**src/rtl/vga_dither_output.sv**
```systemverilog
// rtl/vga_dither_output.sv - 4x4 ordered-dither colour reduction with aligned sync outputs
//
// Two-stage pixel pipeline feeding the VGA connector.
//   Stage 1 registers colour, visible, syncs and the Bayer threshold for the pixel.
//   Stage 2 adds the threshold, saturates, quantises to OUT_BITS and blanks.
// Ports:
//   i_clk, i_rst_n          pixel clock, asynchronous active-low reset
//   i_hsync, i_vsync        syncs from the sync generator
//   i_visible               pixel lies inside the active area
//   i_hpos, i_vpos          beam column / row
//   i_r, i_g, i_b           IN_BITS colour per channel
//   o_vga_hsync/vsync       syncs delayed 2 cycles
//   o_vga_r/g/b             OUT_BITS dithered colour, 2 cycles after input
//   o_frame                 2-bit frame counter that rotates the pattern rows
module vga_dither_output #(
  parameter int IN_BITS     = 8,
  parameter int OUT_BITS    = 3,
  parameter int DITHER_EN   = 1,
  parameter int TEMPORAL_EN = 1,
  parameter bit SYNC_IDLE   = 1'b1
) (
  input  logic                i_clk,
  input  logic                i_rst_n,
  input  logic                i_hsync,
  input  logic                i_vsync,
  input  logic                i_visible,
  input  logic [9:0]          i_hpos,
  input  logic [9:0]          i_vpos,
  input  logic [IN_BITS-1:0]  i_r,
  input  logic [IN_BITS-1:0]  i_g,
  input  logic [IN_BITS-1:0]  i_b,
  output logic                o_vga_hsync,
  output logic                o_vga_vsync,
  output logic [OUT_BITS-1:0] o_vga_r,
  output logic [OUT_BITS-1:0] o_vga_g,
  output logic [OUT_BITS-1:0] o_vga_b,
  output logic [1:0]          o_frame
);

  // Scales the 0..15 Bayer entry to one output LSB step of the input range.
  localparam int SHIFT = IN_BITS - OUT_BITS - 4;

  function automatic logic [3:0] bayer(input logic [1:0] row, input logic [1:0] col);
    logic [3:0] v;
    case ({row, col})
      4'd0:  v = 4'd0;
      4'd1:  v = 4'd8;
      4'd2:  v = 4'd2;
      4'd3:  v = 4'd10;
      4'd4:  v = 4'd12;
      4'd5:  v = 4'd4;
      4'd6:  v = 4'd14;
      4'd7:  v = 4'd6;
      4'd8:  v = 4'd3;
      4'd9:  v = 4'd11;
      4'd10: v = 4'd1;
      4'd11: v = 4'd9;
      4'd12: v = 4'd15;
      4'd13: v = 4'd7;
      4'd14: v = 4'd13;
      default: v = 4'd5;
    endcase
    return v;
  endfunction

  // Sum is one bit wider so an overflow saturates instead of wrapping to black.
  function automatic logic [OUT_BITS-1:0] quant(input logic [IN_BITS-1:0] c,
                                                input logic [IN_BITS-1:0] t);
    logic [IN_BITS:0] s;
    s = {1'b0, c} + {1'b0, t};
    if (s[IN_BITS]) return '1;
    return s[IN_BITS-1 -: OUT_BITS];
  endfunction

  logic [1:0]          frame_q, frame_d;
  logic [1:0]          row;
  logic [3:0]          b_val;
  logic [IN_BITS-1:0]  thr_d, thr_q;
  logic [IN_BITS-1:0]  r_q, g_q, b_q;
  logic                vis_q, hs1_q, vs1_q;
  logic                hs2_q, vs2_q;
  logic [OUT_BITS-1:0] ro_d, go_d, bo_d;
  logic [OUT_BITS-1:0] ro_q, go_q, bo_q;

  // Frame ticks at (0,0); the (0,0) pixel itself still sees the old value.
  always_comb begin
    frame_d = frame_q;
    if (i_hpos == 10'd0 && i_vpos == 10'd0) frame_d = frame_q + 2'd1;
  end

  always_comb begin
    row   = (TEMPORAL_EN != 0) ? (i_vpos[1:0] + frame_q) : i_vpos[1:0];
    b_val = bayer(row, i_hpos[1:0]);
    thr_d = (DITHER_EN != 0) ? ({{(IN_BITS-4){1'b0}}, b_val} << SHIFT) : '0;
  end

  always_comb begin
    ro_d = '0;
    go_d = '0;
    bo_d = '0;
    if (vis_q) begin
      ro_d = quant(r_q, thr_q);
      go_d = quant(g_q, thr_q);
      bo_d = quant(b_q, thr_q);
    end
  end

  always_ff @(posedge i_clk or negedge i_rst_n) begin
    if (!i_rst_n) begin
      frame_q <= 2'd0;
      thr_q   <= '0;
      r_q     <= '0;
      g_q     <= '0;
      b_q     <= '0;
      vis_q   <= 1'b0;
      hs1_q   <= SYNC_IDLE;
      vs1_q   <= SYNC_IDLE;
      hs2_q   <= SYNC_IDLE;
      vs2_q   <= SYNC_IDLE;
      ro_q    <= '0;
      go_q    <= '0;
      bo_q    <= '0;
    end else begin
      frame_q <= frame_d;
      thr_q   <= thr_d;
      r_q     <= i_r;
      g_q     <= i_g;
      b_q     <= i_b;
      vis_q   <= i_visible;
      hs1_q   <= i_hsync;
      vs1_q   <= i_vsync;
      hs2_q   <= hs1_q;
      vs2_q   <= vs1_q;
      ro_q    <= ro_d;
      go_q    <= go_d;
      bo_q    <= bo_d;
    end
  end

  assign o_vga_hsync = hs2_q;
  assign o_vga_vsync = vs2_q;
  assign o_vga_r     = ro_q;
  assign o_vga_g     = go_q;
  assign o_vga_b     = bo_q;
  assign o_frame     = frame_q;

endmodule

```
**config.mk**
```make
export PLATFORM = sky130hd
export DESIGN_NAME = vga_dither_output
export DESIGN_NICKNAME = d
export VERILOG_FILES = /design/src/rtl/vga_dither_output.sv
export SDC_FILE = /design/constraint.sdc
export NUM_CORES = 1
export LEC_CHECK = 0
export ABC_CLOCK_PERIOD_IN_PS = 2000
export CAP_MARGIN = 10
export CORE_ASPECT_RATIO = 1.2
export CORE_MARGIN = 5
export CORE_UTILIZATION = 40
export CTS_CLUSTER_DIAMETER = 200
export DETAILED_ROUTE_END_ITERATION = 8
export PLACE_DENSITY = 0.75
export SLEW_MARGIN = 20
export SYNTH_ARGS = -nofsm -noshare
export SYNTH_HDL_FRONTEND = slang
export SYNTH_SLANG_ARGS = --single-unit
```
**constraint.sdc**
```tcl
create_clock -name i_clk -period 2 [get_ports i_clk]
set_input_delay 0.2 -clock i_clk [delete_from_list [all_inputs] [get_ports i_clk]]
set_output_delay 0.2 -clock i_clk [all_outputs]
set_load 0.01 [all_outputs]
```
== Word-level counts from Yosys, hierarchy flattened ==
Memory sizes are Yosys's and may differ from the RTL's. A register that Yosys moved wholly into a read port is not among the register bits.
Index checks and enable logic that the tools add are counted.
Storage, ports and cells
  memory bits (read-only): 64
  output and inout bits: 13
  flip-flop bits (word level): 40
  input bits: 49
  memories: 1
  logic and storage cells: 37
Operators by class
  add/subtract/negate cells: 5
  reductions and logical operators: 4
  multiplexer cells: 15
Memory list
  (name not given): words 16, bits a word 4, read ports 1, clocked after memory_dff 1, write ports 0, line 45  | case ({row, col})
Operators with widths (count)
  $add A8 B5 Y9: 3
  $mux W3: 9
  $logic_not A10 Y1: 2
  $mux W1: 6
  $add A2 B1 Y2 const B: 1
  $add A2 B2 Y2: 1
  $logic_and A1 B1 Y1: 1
  $logic_not A1 Y1: 1

== Logic depth before layout (Yosys ltp) ==
  word-level depth: 5
  mapped depth: 5
  gate-level depth less buffers: 5

== Least setup slack after synthesis ==
OpenSTA, ideal clock, no wires.
  path kind: register to register
  start point: register thr_q[3]
  end point: register ro_q[0], in the netlist o_vga_r[0]
  library setup time: 94 ps
  arrival time: 1291 ps
  stages on the path, launching flop included: 6
  buffers on the path: 0
  clock period less this slack: 1385 ps
  required time: 1906 ps
  slack: 615 ps
  cells stage by stage: dfrtp_1 ha_1 o21a_1 o2bb2ai_2 a211oi_1 a211oi_1
Between the ends
  longest elaborated chain between the ends: 5
Ends and longest elaborated chain
  start, declared: line 78  | logic [IN_BITS-1:0] thr_d, thr_q;
  $add A8 B5 Y9 (*): line 70  | s = {1'b0, c} + {1'b0, t};
  $mux W1: line 71  | if (s[IN_BITS]) return '1;
  $mux W1: line 101  | if (vis_q) begin
  $mux W3 (*): line 72  | return s[IN_BITS-1 -: OUT_BITS];
  $mux W3 (*): line 101
  via ro_d[0]: line 82  | logic [OUT_BITS-1:0] ro_d, go_d, bo_d;
  end signal, assigned: line 134  | ro_q <= ro_d;
  end, declared: line 83  | logic [OUT_BITS-1:0] ro_q, go_q, bo_q;
The timed path passes the listed nets; every way through them passes the cells marked *. The select of a mux whose other input is x is not followed.
A chain may end at the register's enable or synchronous reset.

== Worst setup path in the final report ==
  start point: register hs2_q, in the netlist o_vga_hsync
  end point: output o_vga_hsync
RTL lines
  start, declared: line 81  | logic hs2_q, vs2_q;
  start signal, assigned: line 132  | hs2_q <= hs1_q;
  end, declared: line 32  | output logic o_vga_hsync,
No word-level cell between the ends.

==> run summary <==
Fill cells: 289
row count: 24
setup_tns: 0 ns
Largest delay share family, worst path: flip-flops
drt pass-1 iters: 4
syn_nets: 167
total power per unit cell area: 738 mW/mm^2
core area: 0.00366 mm^2
Comb power frac: 14.9%
minimum clock period: 1.53 ns
post_cts resized: 0
worst r2r path cells: 5
maximum clock insertion buffer count: 2
Worst EP required: 1.80 ns
worst setup path start: o_vga_hsync
setup slack, reg-to-reg: 0.49 ns
Placement Setup Slack: 0.439 ns
Syn Area/Cell: 14.1 um^2
placed cells: 218
area occupied by multi-input gates: 480 um^2
CP max stage cell: dfstp_2
fin. max-slew vios: 0
Primary FF master, synth: dfrtp_1
I/O Buffers: 58
vias in the first global route: 1164
MaxCap Viol Count: 0
worst path bufs/invs: 1
GRT Overall Usage: 13.2%
Startpoint Class: flop
final worst setup slack: 0.468 ns
Finish-stage setup viols: 0
residual DRC count: 0
Hold Crit Class: input port to asynchronous set/reset pin
Ports: 62
slew at the pin with the worst max-slew slack: 0.856 ns
Clock Skew: 0.00493 ns
H-tree depth: 2
CP Depth: 1
post-synthesis register bit count: 41
maximum number of pins on one net before global-route repair: 42
switching share of power: 23.6%
die height: 77.7 um
Post-Synthesis Cells: 108
YS warnings: 0
CTS sink count: 41
total die area: 0.00516 mm^2
Clock Power Share: 30.7%
cells along the critical path: clkdlybuf4s50_1
fin nets: 232
Diodes inserted: 0
R2R Path End: o_vga_r[0]
leakage: 0.000970 uW
postcts setup bufs: 0
Peak VDD IR: 0.000383 V
Starting Density: 41.7%
NetSw: 393 uW
WP data arrival: 1.33 ns
crit end category: output pin
status: complete, no violations
sequential power share: 54.4%
Overflow after GRT: 0
Skew-Pair Late Insertion Delay: 0.29 ns
Max FO, Critical Path: 1
post-synthesis sequential area ratio: 67.5%
Power Internal: 1270 uW
Post-Syn Area: 0.00153 mm^2
final wirelength: 3.16 mm
cts bufs inserted: 5
unrepaired setup endpoints after global routing: false
vias per cell: 4.76
Post-DP HPWL: 2.49 mm
Die Wd: 66.4 um
CP max stage delay: 0.52 ns
total number of vias: 1076
hold buffers post-CTS: 0
Final Hold Viols: 0
crit share post-route: 76.6%
share of post-route cells with drive strength above 1: 11.5%
post-layout util: 61.5%
Routability Congestion: 0.712
worst reg2reg path startpoint: thr_q[3]
WS Path Type: flop to output pin
Starting DRT DRC Count: 56
sequential cell area: 0.00103 mm^2
Netlist cell types: 24
TritonCTS clock tree: done
Post-DRT Antenna Nets: 0
Finished Cell Area: 0.00225 mm^2
WL per Instance: 14.0 um
Worst-path clk slew: 0.08 ns
initial antenna violation count: 0
root buf cell: clkbuf_8
Post-synth ARST share: 100%
post-route insts no fill: 226
Placed Instance Area: 0.00217 mm^2
Post-synth EDFFs: 0
max frequency: 0.653 GHz
first-pass GRT wire length: 5.08 mm
slew margin rel.: 42.9%
area grow syn2layout: 47.6%
==> cells in the final DEF (no fill, tap or decap), types with 4 or more instances in the layout <==
master	n
nor2_1	7
nand3_1	5
nor4_1	4
xor2_1	4
nor3_1	5
nand2_1	4
ha_1	10
clkbuf_8	5
dfrtp_1	37
inv_1	4
clkdlybuf4s50_1	57
dfstp_2	4
==> registers in the layout, indices dropped and copies added (netlist names) <==
| signal | flops |
|---|---|
| b_q | 7 |
| g_q | 7 |
| r_q | 7 |
| thr_q | 4 |
| o_vga_b | 3 |
| o_vga_g | 3 |
| o_vga_r | 3 |
| o_frame | 2 |
| hs1_q | 1 |
| o_vga_hsync | 1 |
| o_vga_vsync | 1 |
| vis_q | 1 |
| vs1_q | 1 |
==> cell usage after synthesis, types with 2 or more instances <==
master	count	area, um^2
xnor2_1	2	17.5
ha_1	10	125
o21a_1	2	15.0
nor3_1	5	25.0
o21ai_0	2	10.0
a31oi_1	2	12.5
and4b_1	2	20.0
a22oi_2	2	25.0
nor3_2	2	20.0
xor2_1	4	35.0
nor4_1	4	25.0
a211oi_1	2	15.0
inv_1	4	15.0
a21oi_1	2	10.0
dfstp_2	4	105
and3_1	2	12.5
nand3_1	5	25.0
nand2_1	4	15.0
dfrtp_1	37	926
nor2_1	7	26.3
==> per-layer routing <==
| metal | track usage, % | part of all wire, % | vias to the layer above |
|---|---|---|---|
| met1 | 13.3 | 35 | 511 |
| met4 | 4.88 | 0.60 | 0 |
| met2 | 22.7 | 53 | 51 |
| li1 | - | - | 512 |
| met5 | 0 | 0 | - |
| met3 | 7.08 | 11 | 2 |
==> per-stage QoR <==
stage / total power [uW] / hold WS (ns)
finish: 1660 / 0.0189
global route: 1750 / 0.0976
CTS: 1680 / 0.0409
detailed placement: 1170 / 0.348
global placement: 1160 / 0.332
floorplan: 1010 / -0.0956
==> area by class of cell <==
class | count | share of cell area (%)
flip-flops and latches | 41 | 45.8
multi-input cells | 63 | 21.3
clock buffers | 5 | 3.05
repair buffers | 58 | 25.5
inverters | 4 | 0.666
clock inverters | 3 | 0.777
well taps | 52 | 2.89
==> kinds of logic (layout without fill, tap and decap cells) <==
logic type      Yosys count  count (layout)  synth area share, %
buf+inv                   4              70                0.983
xor+xnor                  6               6                 3.44
simple gates             32              32                 11.9
flops                    41              41                 67.5
compound gates           15              15                 7.95
fa+ha+maj                10              10                 8.20
==> power by group through the flow <==
| stage | Clock [uW] | Combinational, uW | Sequential (uW) |
|---|---|---|---|
| 2_1_floorplan | 0 | 82.9 | 924 |
| 3_3_place_gp | 0 | 238 | 919 |
| 3_5_place_dp | 0 | 251 | 921 |
| 4_1_cts | 526 | 252 | 906 |
| 5_1_grt | 568 | 272 | 910 |
| 6_report | 511 | 248 | 905 |
==> worst max-delay path by stage <==
| stage | endpoint |
|---|---|
| floorplan | o_vga_r[0] |
| global placement | o_vga_r[0] |
| detailed placement | o_frame[1] |
| CTS | o_vga_hsync |
| global route | o_vga_b[0] |
| finish | o_vga_hsync |
No activity file was read; power rests on OpenSTA's default activity.
